`config.mk`:
```
export PLATFORM = sky130hd
export DESIGN_NAME = de_mem_responder_flat
export DESIGN_NICKNAME = d
export VERILOG_FILES = /design/src/rtl/de_mem_responder_if.sv /design/src/rtl/de_mem_responder.sv /design/src/flat_wrapper.sv
export SDC_FILE = /design/constraint.sdc
export NUM_CORES = 1
export LEC_CHECK = 0
export CELL_PAD_IN_SITES_DETAIL_PLACEMENT = 0
export CELL_PAD_IN_SITES_GLOBAL_PLACEMENT = 1
export CORE_MARGIN = 1.5
export CORE_UTILIZATION = 25
export CTS_CLUSTER_DIAMETER = 150
export DETAILED_ROUTE_END_ITERATION = 6
export PLACE_DENSITY = 0.62
export SLEW_MARGIN = 20
export SYNTH_ARGS = -nofsm -noshare
export SYNTH_HDL_FRONTEND = slang
export SYNTH_SLANG_ARGS = --single-unit
```
`constraint.sdc`:
```
create_clock -name clk -period 3.15 [get_ports clk]
set_input_delay 0.4725 -clock clk [delete_from_list [all_inputs] [get_ports clk]]
set_output_delay 0.4725 -clock clk [all_outputs]
set_load 0.05 [all_outputs]
```
`src/rtl/de_mem_responder_if.sv`:
```
// Drawing-engine memory request bus (de_req/de_ack handshake).
// The engine drives the master side; the memory responder sits on the slave side.
interface de_mem_responder_if #(
  parameter int ADDR_W = 18
);
  logic              de_req;
  logic              de_ack;
  logic [ADDR_W-1:0] de_addr;
  logic [3:0]        de_nbyte;
  logic              de_rnw;
  logic [31:0]       de_w_data;
  logic [31:0]       de_r_data;
  logic              de_err;

  modport master (
    output de_req, de_addr, de_nbyte, de_rnw, de_w_data,
    input  de_ack, de_r_data, de_err
  );

  modport slave (
    input  de_req, de_addr, de_nbyte, de_rnw, de_w_data,
    output de_ack, de_r_data, de_err
  );
endinterface

```
`src/rtl/de_mem_responder.sv`:
```
// Drawing-engine memory responder: one byte-masked read or write per handshake,
// performed on a shared single-port frame-store SRAM once the arbiter grants it.
//
//  state   | meaning
//  IDLE    | waiting for de_req, captures the request when it arrives
//  WAIT    | burning configured wait states before the RAM access
//  ACCESS  | waiting for ram_gnt, then issues the access (or flags out of range)
//  RDATA   | read issued, RAM data returns next cycle
//  ACK     | closes the transaction: pulses de_ack, lands read data
module de_mem_responder #(
  parameter int ADDR_W      = 18,
  parameter int DEPTH       = 76800,
  parameter int WAIT_STATES = 0
) (
  input  logic              clk,
  input  logic              rst_n,
  de_mem_responder_if.slave de,
  input  logic              ram_gnt,
  output logic              ram_cs,
  output logic [3:0]        ram_we,
  output logic [ADDR_W-1:0] ram_addr,
  output logic [31:0]       ram_wdata,
  input  logic [31:0]       ram_rdata
);

  typedef enum logic [2:0] {S_IDLE, S_WAIT, S_ACCESS, S_RDATA, S_ACK} state_t;

  localparam logic [31:0] DEPTH_C = 32'(DEPTH);

  state_t            state_q, state_d;
  logic [3:0]        cnt_q, cnt_d;
  logic [ADDR_W-1:0] addr_q, addr_d;
  logic [3:0]        nbyte_q, nbyte_d;
  logic              rnw_q, rnw_d;
  logic [31:0]       wdata_q, wdata_d;
  logic              oob_q, oob_d;
  logic              ack_q, ack_d;
  logic              err_q, err_d;
  logic [31:0]       rdata_q, rdata_d;
  logic              cs_q, cs_d;
  logic [3:0]        we_q, we_d;
  logic [ADDR_W-1:0] raddr_q, raddr_d;
  logic [31:0]       rwdata_q, rwdata_d;

  logic              oob;
  logic [31:0]       byte_keep;

  assign oob       = (32'(addr_q) >= DEPTH_C);
  assign byte_keep = ~{{8{nbyte_q[3]}}, {8{nbyte_q[2]}}, {8{nbyte_q[1]}}, {8{nbyte_q[0]}}};

  always_comb begin
    state_d  = state_q;
    cnt_d    = cnt_q;
    addr_d   = addr_q;
    nbyte_d  = nbyte_q;
    rnw_d    = rnw_q;
    wdata_d  = wdata_q;
    oob_d    = oob_q;
    ack_d    = 1'b0;
    err_d    = 1'b0;
    rdata_d  = rdata_q;
    cs_d     = 1'b0;
    we_d     = 4'b0000;
    raddr_d  = raddr_q;
    rwdata_d = rwdata_q;

    case (state_q)
      S_IDLE: begin
        if (de.de_req) begin
          addr_d  = de.de_addr;
          nbyte_d = de.de_nbyte;
          rnw_d   = de.de_rnw;
          wdata_d = de.de_w_data;
          if (WAIT_STATES > 0) begin
            cnt_d   = 4'(WAIT_STATES - 1);
            state_d = S_WAIT;
          end else begin
            state_d = S_ACCESS;
          end
        end
      end
      S_WAIT: begin
        if (cnt_q == 4'd0) state_d = S_ACCESS;
        else               cnt_d   = cnt_q - 4'd1;
      end
      S_ACCESS: begin
        if (ram_gnt) begin
          oob_d = oob;
          if (oob) begin
            state_d = S_ACK;
          end else if (!rnw_q) begin
            // A write with every byte masked still handshakes but skips the RAM.
            if (nbyte_q != 4'b1111) begin
              cs_d     = 1'b1;
              we_d     = ~nbyte_q;
              raddr_d  = addr_q;
              rwdata_d = wdata_q;
            end
            state_d = S_ACK;
          end else begin
            cs_d    = 1'b1;
            raddr_d = addr_q;
            state_d = S_RDATA;
          end
        end
      end
      S_RDATA: begin
        state_d = S_ACK;
      end
      S_ACK: begin
        // RAM read data is valid now, so it lands together with the ack pulse.
        ack_d = 1'b1;
        err_d = oob_q;
        if (oob_q)      rdata_d = 32'h0;
        else if (rnw_q) rdata_d = ram_rdata & byte_keep;
        state_d = S_IDLE;
      end
      default: state_d = S_IDLE;
    endcase
  end

  always_ff @(posedge clk or negedge rst_n) begin
    if (!rst_n) begin
      state_q  <= S_IDLE;
      cnt_q    <= 4'd0;
      addr_q   <= '0;
      nbyte_q  <= 4'b0000;
      rnw_q    <= 1'b0;
      wdata_q  <= 32'h0;
      oob_q    <= 1'b0;
      ack_q    <= 1'b0;
      err_q    <= 1'b0;
      rdata_q  <= 32'h0;
      cs_q     <= 1'b0;
      we_q     <= 4'b0000;
      raddr_q  <= '0;
      rwdata_q <= 32'h0;
    end else begin
      state_q  <= state_d;
      cnt_q    <= cnt_d;
      addr_q   <= addr_d;
      nbyte_q  <= nbyte_d;
      rnw_q    <= rnw_d;
      wdata_q  <= wdata_d;
      oob_q    <= oob_d;
      ack_q    <= ack_d;
      err_q    <= err_d;
      rdata_q  <= rdata_d;
      cs_q     <= cs_d;
      we_q     <= we_d;
      raddr_q  <= raddr_d;
      rwdata_q <= rwdata_d;
    end
  end

  assign de.de_ack    = ack_q;
  assign de.de_err    = err_q;
  assign de.de_r_data = rdata_q;
  assign ram_cs       = cs_q;
  assign ram_we       = we_q;
  assign ram_addr     = raddr_q;
  assign ram_wdata    = rwdata_q;

endmodule

```
`src/flat_wrapper.sv`:
```
// flat-port wrapper written by rule: the top's interface ports become plain ports
module de_mem_responder_flat 
#(
  parameter int ADDR_W      = 18,
  parameter int DEPTH       = 76800,
  parameter int WAIT_STATES = 0
)
  (clk, rst_n, ram_gnt, ram_cs, ram_we, ram_addr, ram_wdata, ram_rdata, de_de_req, de_de_addr, de_de_nbyte, de_de_rnw, de_de_w_data, de_de_ack, de_de_r_data, de_de_err);
  de_mem_responder_if #(.ADDR_W(ADDR_W)) de_i ();
  input  logic clk;
  input  logic rst_n;
  input  logic ram_gnt;
  output logic ram_cs;
  output logic [3:0] ram_we;
  output logic [ADDR_W-1:0] ram_addr;
  output logic [31:0] ram_wdata;
  input  logic [31:0] ram_rdata;
  input wire logic [$bits(de_i.de_req)-1:0] de_de_req;
  input wire logic [$bits(de_i.de_addr)-1:0] de_de_addr;
  input wire logic [$bits(de_i.de_nbyte)-1:0] de_de_nbyte;
  input wire logic [$bits(de_i.de_rnw)-1:0] de_de_rnw;
  input wire logic [$bits(de_i.de_w_data)-1:0] de_de_w_data;
  output wire logic [$bits(de_i.de_ack)-1:0] de_de_ack;
  output wire logic [$bits(de_i.de_r_data)-1:0] de_de_r_data;
  output wire logic [$bits(de_i.de_err)-1:0] de_de_err;
  assign de_i.de_req = de_de_req;
  assign de_i.de_addr = de_de_addr;
  assign de_i.de_nbyte = de_de_nbyte;
  assign de_i.de_rnw = de_de_rnw;
  assign de_i.de_w_data = de_de_w_data;
  assign de_de_ack = de_i.de_ack;
  assign de_de_r_data = de_i.de_r_data;
  assign de_de_err = de_i.de_err;
  de_mem_responder #(.ADDR_W(ADDR_W), .DEPTH(DEPTH), .WAIT_STATES(WAIT_STATES)) u_core (.clk(clk), .rst_n(rst_n), .de(de_i), .ram_gnt(ram_gnt), .ram_cs(ram_cs), .ram_we(ram_we), .ram_addr(ram_addr), .ram_wdata(ram_wdata), .ram_rdata(ram_rdata));
endmodule
```
==> flow_summary_export.csv, run 1 <==
group,metric,value,unit
detailed_routing,detailedRoute.firstIterationViolations,160,
timing,fmax,476,MHz
pwr,leakagePower,3.75,nW
global_routing,grt_max_degree,70,
clocking,clock_latency,0.42,ns
floorplan,floorplan.rows,56,
setup_path,critical_path.startpoint_type,"register",
timing,fin_setup_tns,0,ns
global_routing,grt_antenna_before_repair,0,
detailed_routing,detailroute.via_count,3852,
setup_path,worst_ep_required_time,2.68,ns
detailed_routing,detailedRoute.firstPassIterationCount,4,
pwr,combPwrFrac,0.461,
setup_path,arrival_time_of_the_worst_setup_path,1.63,ns
logic_synthesis,yosys.cell_types.count,36,
logic_synthesis,sequential_to_total_area_share_from_yosys_stat,0.638,
setup_path,critical_path.n_buffers_inverters,1,
detailed_routing,detail-route-antenna-nets,0,
pwr,total_switching_power,0.00410,W
layout,antenna_cells_inserted,0,
flow_run,max-cap-violations,0,
clocking,htree_levels,4,
pwr,sw_frac_of_total,0.407,
logic_synthesis,synthesis.area_per_instance,14.1,µm²
timing,report.final.setup_viol,0,
clocking,cts-resized-gates,0,
logic_synthesis,synth-edff-count,0,
layout,syn_to_final_growth,46.3,%
global_routing,globalRouteOverflowTotal,0,
detailed_routing,viasPerCell,4.10,
timing,worst_pin_slew,0.752,ns
logic_synthesis,synth_top_cell_by_area,"dfrtp_1",
setup_path,delay_heaviest_family_cp,"buffers and inverters",
floorplan,fp.coreArea,23400,µm²
logic_synthesis,yosys.area.top_type_share,0.638,
setup_path,worst-setup-path-type,"register to primary output",
layout,finish.net_count,699,
setup_path,slowest_delay,0.83,ns
clocking,cts_sinks,152,
setup_path,crit_slowest_cell,"clkdlybuf4s50_1",
layout,layout.filler_cells,2278,
logic_synthesis,synth.ff_latch_count,152,
timing,timing.final.ws_setup,1.05,ns
timing,period_minus_slack,2.10,ns
detailed_routing,postRouteWirelength,13900,µm
setup_path,reg2reg_setup_slack,1.09,ns
pwr,power.sequential.fraction,0.339,
timing,timing.slew.headroom,0.491,
clocking,post_cts_hold_buffer_count,0,
placed_design,gp_routability_congestion,0.721,
logic_synthesis,postSynth.asyncResetShare,1.00,
logic_synthesis,dominantRegCellSynth,"dfrtp_1",
floorplan,initial_utilization,0.255,
timing,fin_worst_skew,0.00788,ns
setup_path,cell_by_cell_trace_of_the_critical_path,"clkdlybuf4s50_1",
detailed_routing,drt_drc_violations_left,0,
global_routing,grt_first_pass_wirelength,22100,µm
clocking,cts_root_buf,"clkbuf_16",
timing,slew_viol_final,0,
clocking,clk_path_buf_depth,2,
floorplan,die_w,157,µm
timing,rsz_0062_raised_after_global_routing,"false",
pwr,cellPowerDensity,1160,nW/µm²
layout,layout.cells.most_common_list,"178 x clkdlybuf4s50_1, 152 x dfrtp_1, 69 x nand2_1",
global_routing,first_global_vias,4132,
setup_path,critical_path.endpoint_type,"primary output",
floorplan,die_y,157,µm
clocking,cts.reportedPaths.clkPinSlew,0.06,ns
outcome,outcome,"completed",
layout,final_common_cell,"clkdlybuf4s50_1",
placed_design,hpwlAfterDp,9690,µm
floorplan,die_area,24800,µm²
clocking,cts_post_setup_buffers_inserted,0,
logic_synthesis,synth.area.top_cells,"dfrtp_1 64%, mux2_2 12%, mux2_4 9.6%",
detailed_routing,post_drt_wl_per_cell,14.8,µm
logic_synthesis,postSynthCellCount,422,
layout,layout_cell_share_with_drive_strength_beyond_1,0.239,
worst_hold_path,hp-class,"input pin to asynchronous set/reset pin",
timing,final-hold-violation-count,0,
timing,post-route-period-util,0.668,
global_routing,grt_util_all_layers,0.117,
clocking,tritoncts,"built",
pwr,clock_share_of_power,0.200,
setup_path,path_max_fanout,2,
placed_design,dpl_worst_slack,0.712,ns
floorplan,io_pins,180,
clocking,cts_made_buffers,17,
placed_design,io_buffers,179,
pwr,ir_drop,436,µV
logic_synthesis,mappedNetlistArea,5960,µm²
logic_synthesis,syn-num-nets,514,
logic_synthesis,synth.yosys.warnings,0,
pwr,power_report.internal_total,0.00598,W
## stage by stage
| stage | hold slack [ns] | power (W) | util | instances | cell area (µm²) |
|---|---|---|---|---|---|
| after floorplan | 0.177 | 0.00654 | - | 422 | 5960 |
| after global placement | 0.464 | 0.00802 | 0.346 | 906 | 8110 |
| after detailed placement | 0.470 | 0.00815 | 0.348 | 907 | 8140 |
| after CTS | 0.0665 | 0.0102 | 0.372 | 939 | 8720 |
| after global routing | 0.0905 | 0.0106 | 0.372 | 939 | 8720 |
| final | 0.0541 | 0.0101 | 0.372 | 939 | 8720 |
## flip-flops by register name, summed over array words and instances (netlist names)
register,flops
u_core.addr_q,18
u_core.cnt_q,4
u_core.de.de_ack,1
u_core.de.de_err,1
u_core.de.de_r_data,32
u_core.nbyte_q,4
u_core.oob_q,1
u_core.ram_addr,18
u_core.ram_cs,1
u_core.ram_wdata,32
u_core.ram_we,4
u_core.rnw_q,1
u_core.state_q,3
u_core.wdata_q,32
## layer usage
layer / track usage / vias up / wire length [µm]
met5: 0 / - / 0
met4: 0.0359 / 0 / 150
met3: 0.0424 / 12 / 900
met2: 0.183 / 119 / 6360
met1: 0.150 / 1905 / 6470
li1: - / 1816 / -
## power by group through the flow
stage / Sequential, W / Clock (W) / Combinational [W]
detailed placement: 0.00346 / 0 / 0.00469
floorplan: 0.00505 / 0 / 0.00148
finish: 0.00342 / 0.00201 / 0.00464
global placement: 0.00342 / 0 / 0.00461
CTS: 0.00344 / 0.00210 / 0.00470
global route: 0.00355 / 0.00219 / 0.00490
## synthesized netlist by cell type, types with 3 or more instances
| master | n |
|---|---|
| mux2_4 | 38 |
| nor2_1 | 9 |
| dfrtp_1 | 152 |
| nand3_1 | 3 |
| inv_1 | 4 |
| buf_2 | 6 |
| nor3_1 | 4 |
| mux2_2 | 65 |
| buf_6 | 4 |
| nand2_1 | 69 |
| o21ai_0 | 36 |
| clkbuf_1 | 8 |
## cells by family after synthesis
kind of cell / after synthesis / share of synthesized area
flops: 152 / 0.638
mux: 103 / 0.219
simple gates: 97 / 0.0739
compound gates: 43 / 0.0397
buf+inv: 24 / 0.0244
xor+xnor: 2 / 0.00294
fa+ha+maj: 1 / 0.00210
## path summary, 6_finish.rpt
| check | startpoint | endpoint | cells past startpoint |
|---|---|---|---|
| worst max-delay path | u_core.ram_addr[13]$_DFFE_PN0P_ | ram_addr[13] | 1 |
| worst max register to register | u_core.addr_q[13]$_DFFE_PN0P_ | u_core.ram_addr[7]$_DFFE_PN0P_ | 5 |
| min in group clk | u_core.de.de_r_data[20]$_DFFE_PN0P_ | u_core.de.de_r_data[20]$_DFFE_PN0P_ | 2 |
| max in group asynchronous | rst_n | u_core.de.de_r_data[12]$_DFFE_PN0P_ | 2 |
| worst min register to register | u_core.de.de_r_data[20]$_DFFE_PN0P_ | u_core.de.de_r_data[20]$_DFFE_PN0P_ | 2 |
| worst min-delay path | rst_n | u_core.de.de_ack$_DFF_PN0_ | 1 |
## cell type report
| type | count | area, µm² | share of cell area |
|---|---|---|---|
| Clock buffer | 20 | 457 | 0.0524 |
| Clock inverter | 12 | 125 | 0.0144 |
| Inverter | 4 | 15.0 | 0.00172 |
| Multi-Input combinational cell | 246 | 2030 | 0.233 |
| Sequential cell | 152 | 3800 | 0.436 |
| Tap cell | 319 | 399 | 0.0458 |
| Timing Repair Buffer | 186 | 1890 | 0.217 |
No activity file was read; power rests on OpenSTA's default activity.
==> run 2: changes to the inputs <==
- PLACE_DENSITY: 0.62 -> 0.64
- clock period: 3.15 -> 1.9 ns (I/O delays scaled with it)
==> flow_summary_export.csv, run 2 (synthesis results as in run 1) <==
group,metric,value,unit
timing,final-hold-violation-count,0,
setup_path,delay_heaviest_family_cp,"buffers and inverters",
layout,finish.net_count,717,
floorplan,io_pins,180,
pwr,ir_drop,778,µV
outcome,outcome,"completed",
clocking,htree_levels,4,
layout,layout.cells.most_common_list,"152 x dfrtp_1, 110 x clkdlybuf4s50_1, 69 x nand2_1",
detailed_routing,detail-route-antenna-nets,0,
setup_path,worstReg2RegStart,"u_core.addr_q[13]$_DFFE_PN0P_",
detailed_routing,drt_drc_violations_left,0,
timing,post-route-period-util,0.973,
setup_path,worst-setup-path-type,"register to primary output",
clocking,tritoncts,"built",
clocking,cts_made_buffers,17,
layout,final_common_cell,"dfrtp_1",
floorplan,initial_utilization,0.255,
clocking,cts_sinks,152,
setup_path,crit_slowest_cell,"clkdlybuf4s50_1",
floorplan,die_w,157,µm
worst_hold_path,hp-class,"input pin to asynchronous set/reset pin",
timing,timing.slew.headroom,0.631,
setup_path,timing.reg2reg.worst_path_depth,5,
floorplan,die_area,24800,µm²
timing,fin_setup_tns,0,ns
setup_path,worst_ep_required_time,1.62,ns
setup_path,critical_path.n_buffers_inverters,1,
layout,sequential_cell_area,3800,µm²
placed_design,placement.cell_area,8300,µm²
placed_design,gp_routability_congestion,0.722,
timing,timing.final.ws_setup,0.0520,ns
global_routing,first_global_vias,4255,
layout,layout_cell_share_with_drive_strength_beyond_1,0.260,
setup_path,critical_path.startpoint_type,"register",
clocking,clock_latency,0.42,ns
global_routing,grt_util_all_layers,0.117,
layout,syn_to_final_growth,51.2,%
placed_design,io_buffers,179,
flow_run,max-cap-violations,0,
clocking,cts.reportedPaths.clkPinSlew,0.06,ns
layout,antenna_cells_inserted,0,
timing,worst_pin_slew,0.551,ns
detailed_routing,detailroute.via_count,3928,
setup_path,cell_by_cell_trace_of_the_critical_path,"clkdlybuf4s50_1",
placed_design,hpwlAfterDp,9810,µm
setup_path,slowest_delay,0.81,ns
setup_path,path_max_fanout,2,
setup_path,reg2reg_setup_slack,0.08,ns
layout,layout.filler_cells,2254,
global_routing,grt_first_pass_wirelength,22400,µm
timing,rsz_0062_raised_after_global_routing,"false",
timing,fmax,541,MHz
timing,fin_worst_skew,0.00737,ns
setup_path,worst_r2r_endpoint,"u_core.ram_addr[0]$_DFFE_PN0P_",
setup_path,cp.depth,1,
clocking,clk_path_buf_depth,2,
floorplan,die_y,157,µm
detailed_routing,detailedRoute.firstPassIterationCount,4,
global_routing,globalRouteOverflowTotal,0,
placed_design,dpl_worst_slack,-0.213,ns
setup_path,critical_path.endpoint_type,"primary output",
global_routing,grt_max_degree,54,
detailed_routing,post_drt_wl_per_cell,14.7,µm
detailed_routing,detailedRoute.firstIterationViolations,129,
layout,fin_cells,957,
floorplan,floorplan.rows,56,
pwr,leakagePower,4.45,nW
timing,slew_viol_final,0,
placed_design,place.detailed.instances,923,
global_routing,grt_antenna_before_repair,1,
setup_path,arrival_time_of_the_worst_setup_path,1.56,ns
layout,multi_input_area,2040,µm²
pwr,cellPowerDensity,1870,nW/µm²
detailed_routing,postRouteWirelength,14100,µm
timing,report.final.setup_viol,0,
clocking,cts_root_buf,"clkbuf_16",
floorplan,fp.coreArea,23400,µm²
timing,period_minus_slack,1.85,ns
layout,post_layout_instance_area,9010,µm²
detailed_routing,viasPerCell,4.10,
==> run 2: cell count changes in the layout (fill, tap and decap cells not counted), moves of 2 or more <==
cell and delta:
clkdlybuf4s50_1 -68, dlymetal6s2s_1 +35, dlygate4sd2_1 +32, buf_4 +13, buf_12 +4, clkinv_2 -2
==> run 2: final cells by class <==
type	count	share of cell area
timing repair buffer	204	0.238
inverter	4	0.00167
tap	319	0.0443
multi-input combinational	246	0.227
clock buffer	21	0.0511
clock inverter	11	0.0163
sequential	152	0.422
==> run 2: power breakdown <==
part           switching, W  internal [W]  leakage, nW  total, W
clock               0.00135       0.00214        0.293   0.00349
combinational       0.00463       0.00318         2.26   0.00781
sequential         0.000841       0.00472         1.90   0.00556
==> run 2: repair_timing <==
action	in CTS	in global routing
hold buffers	1	0
buffers inserted	0	0
endpoints found under the hold margin	39	0
resized for setup	33	37
cloned	0	1
setup endpoints to repair	41	37
==> run 2: worst reg2reg max path, cell delays in order, from the launching register on <==
cell     delay [ns]
dfrtp_1        0.37
a211o_1        0.33
o21ai_4        0.27
o211a_4        0.25
buf_12         0.14
mux2_2         0.34
==> run 2: worst max path at each step <==
stage | end | start
floorplan | u_core.ram_addr[10]$_DFFE_PN0P_ | u_core.state_q[0]$_DFFE_PN0P_
global placement | u_core.ram_addr[8]$_DFFE_PN0P_ | ram_gnt
detailed placement | u_core.ram_addr[8]$_DFFE_PN0P_ | ram_gnt
CTS | ram_wdata[2] | u_core.ram_wdata[2]$_DFFE_PN0P_
global route | ram_addr[7] | u_core.ram_addr[7]$_DFFE_PN0P_
finish | de_de_r_data[25] | u_core.de.de_r_data[25]$_DFFE_PN0P_
==> run 2: routing by layer <==
layer,GRT usage,up-vias,routed length [µm]
met5,0,-,0
met4,0.0395,0,187
met3,0.0358,13,844
met2,0.184,121,6320
met1,0.153,1942,6720
li1,-,1852,-
==> run 2: stage by stage <==
stage | hold WS, ns | utilization | total power, W
after floorplan | -0.0106 | - | 0.0108
after global placement | 0.234 | 0.354 | 0.0135
after detailed placement | 0.248 | 0.355 | 0.0137
after CTS | 0.367 | 0.380 | 0.0171
after global routing | 0.396 | 0.385 | 0.0178
final | 0.372 | 0.385 | 0.0169
==> run 3: changes to the inputs <==
- CORE_MARGIN: 1.5 -> unset
- CTS_BUF_LIST: unset -> sky130_fd_sc_hd__clkbuf_16
- SETUP_SLACK_MARGIN: unset -> 0.15
==> flow_summary_export.csv, run 3 (synthesis results as in run 1) <==
group,metric,value,unit
outcome,outcome,"completed",
setup_path,cp-startpoint,"u_core.addr_q[13]$_DFFE_PN0P_",
layout,final_common_cell,"dfrtp_1",
placed_design,io_buffers,179,
setup_path,critical_path.endpoint_type,"register",
global_routing,grt_first_pass_wirelength,23000,µm
global_routing,grt_max_degree,58,
floorplan,io_pins,180,
pwr,clock_share_of_power,0.205,
timing,final-hold-violation-count,0,
layout,post_layout_instance_area,9190,µm²
timing,rsz_0062_raised_after_global_routing,"true",
pwr,power.sequential.fraction,0.327,
global_routing,first_global_vias,4274,
floorplan,floorplan.rows,56,
floorplan,die_area,24500,µm²
pwr,totalPowerFinal,0.0173,W
layout,layout.cells.most_common_list,"152 x dfrtp_1, 89 x clkdlybuf4s50_1, 87 x dlygate4sd2_1",
timing,fin_worst_skew,0.0107,ns
clocking,cts_made_buffers,17,
detailed_routing,drt_drc_violations_left,0,
placed_design,dpl_worst_slack,-0.180,ns
timing,timing.slew.headroom,0.634,
setup_path,path_max_fanout,10,
detailed_routing,detail-route-antenna-nets,0,
clocking,tritoncts,"built",
placed_design,gp_routability_congestion,0.743,
layout,layout_cell_share_with_drive_strength_beyond_1,0.273,
clocking,cts.reportedPaths.clkPinSlew,0.06,ns
timing,slew_viol_final,0,
timing,fmax,548,MHz
placed_design,placement.cell_area,8300,µm²
floorplan,fp.coreArea,23400,µm²
pwr,ir_drop,816,µV
pwr,power_report.internal_total,0.0102,W
setup_path,worst_ep_required_time,2.19,ns
layout,antenna_cells_inserted,0,
pwr,total_switching_power,0.00706,W
global_routing,grt_util_all_layers,0.123,
floorplan,die_y,156,µm
pwr,sw_frac_of_total,0.408,
timing,report.final.setup_viol,0,
detailed_routing,detailedRoute.firstPassIterationCount,4,
layout,post-route-util,0.393,
detailed_routing,detailedRoute.firstIterationViolations,118,
setup_path,worst-setup-path-type,"register to register",
pwr,cellPowerDensity,1880,nW/µm²
layout,fin_cells,968,
layout,syn_to_final_growth,54.2,%
worst_hold_path,hp-class,"input pin to asynchronous set/reset pin",
pwr,leakagePower,4.37,nW
detailed_routing,postRouteWirelength,15000,µm
floorplan,initial_utilization,0.255,
clocking,htree_levels,4,
layout,finish.net_count,728,
clocking,cts_root_buf,"clkbuf_16",
clocking,clk_path_buf_depth,2,
flow_run,max-cap-violations,0,
timing,worst_pin_slew,0.546,ns
timing,post-route-period-util,0.961,
setup_path,worstReg2RegStart,"u_core.addr_q[13]$_DFFE_PN0P_",
detailed_routing,detailroute.via_count,4012,
pwr,combPwrFrac,0.468,
global_routing,grt_antenna_before_repair,0,
detailed_routing,post_drt_wl_per_cell,15.5,µm
clocking,clock_latency,0.42,ns
setup_path,arrival_time_of_the_worst_setup_path,2.12,ns
setup_path,critical_path.startpoint_type,"register",
placed_design,hpwlAfterDp,9980,µm
global_routing,globalRouteOverflowTotal,0,
placed_design,place.detailed.instances,921,
detailed_routing,viasPerCell,4.14,
clocking,cts_sinks,152,
timing,period_minus_slack,1.83,ns
floorplan,die_w,156,µm
timing,timing.final.ws_setup,0.0739,ns
## run 3: cell count changes in the layout (fill, tap and decap cells not counted), sizes merged
cell,delta
dlymetal6s2s,-35
dlygate4sd2,+55
clkinv,+2
clkdlybuf4s50,-21
bufinv,+1
clkinvlp,+1
clkbuf,-1
buf,+9
## run 3: per-stage QoR
step / hold slack [ns] / setup TNS, ns
floorplan: -0.0106 / 0
global placement: 0.168 / -6.19
detailed placement: 0.168 / -6.93
CTS: 0.278 / 0
global route: 0.292 / -0.117
finish: 0.287 / 0
## run 3: worst max-delay path, cell delays in order (launching register included)
cell	delay (ns)
dfrtp_1	0.40
a211o_1	0.31
o21ai_4	0.16
buf_4	0.14
o211a_4	0.20
buf_12	0.15
mux2_2	0.33
## run 3: path summary, 6_finish.rpt
path                            slack, ns                             endpoint  cells after the start
worst max-delay path                 0.07       u_core.ram_addr[0]$_DFFE_PN0P_                      6
worst min-delay path                 0.29       u_core.wdata_q[19]$_DFFE_PN0P_                      2
worst max register to register       0.07       u_core.ram_addr[0]$_DFFE_PN0P_                      6
worst min register to register       0.47  u_core.de.de_r_data[25]$_DFFE_PN0P_                      2
max in group asynchronous            0.95       u_core.ram_addr[0]$_DFFE_PN0P_                      3
min in group clk                     0.42   u_core.de.de_r_data[3]$_DFFE_PN0P_                      3
## run 3: cell type report
cell class	count	area (µm²)
Clock buffer	17	425
Clock inverter	15	185
Fill cell	2260	14200
Inverter	4	15.0
Multi-Input combinational cell	246	2180
Sequential cell	152	3800
Tap cell	319	399
Timing Repair Buffer	215	2180
## run 3: power groups by stage
stage | combinational [W] | clock (W) | sequential, W
6_report | 0.00810 | 0.00354 | 0.00565
5_1_grt | 0.00855 | 0.00380 | 0.00586
4_1_cts | 0.00763 | 0.00366 | 0.00565
3_5_place_dp | 0.00803 | 0 | 0.00570
3_3_place_gp | 0.00788 | 0 | 0.00567
2_1_floorplan | 0.00247 | 0 | 0.00838
## run 3: what timing repair did
item                                   CTS  global route
setup endpoints to repair              178           104
endpoints found under the hold margin   24             0
cloned                                   2             4
pin swaps                                6             0
hold buffers                             1             0
gates resized for setup                 94            35
setup buffers                            1             7
## run 3: layer usage
layer / vias to the layer above / share of wire / track usage
met5: - / 0 / 0
met4: 0 / 0.014 / 0.0495
met2: 133 / 0.46 / 0.195
li1: 1887 / - / -
met1: 1976 / 0.47 / 0.157
met3: 16 / 0.061 / 0.0368
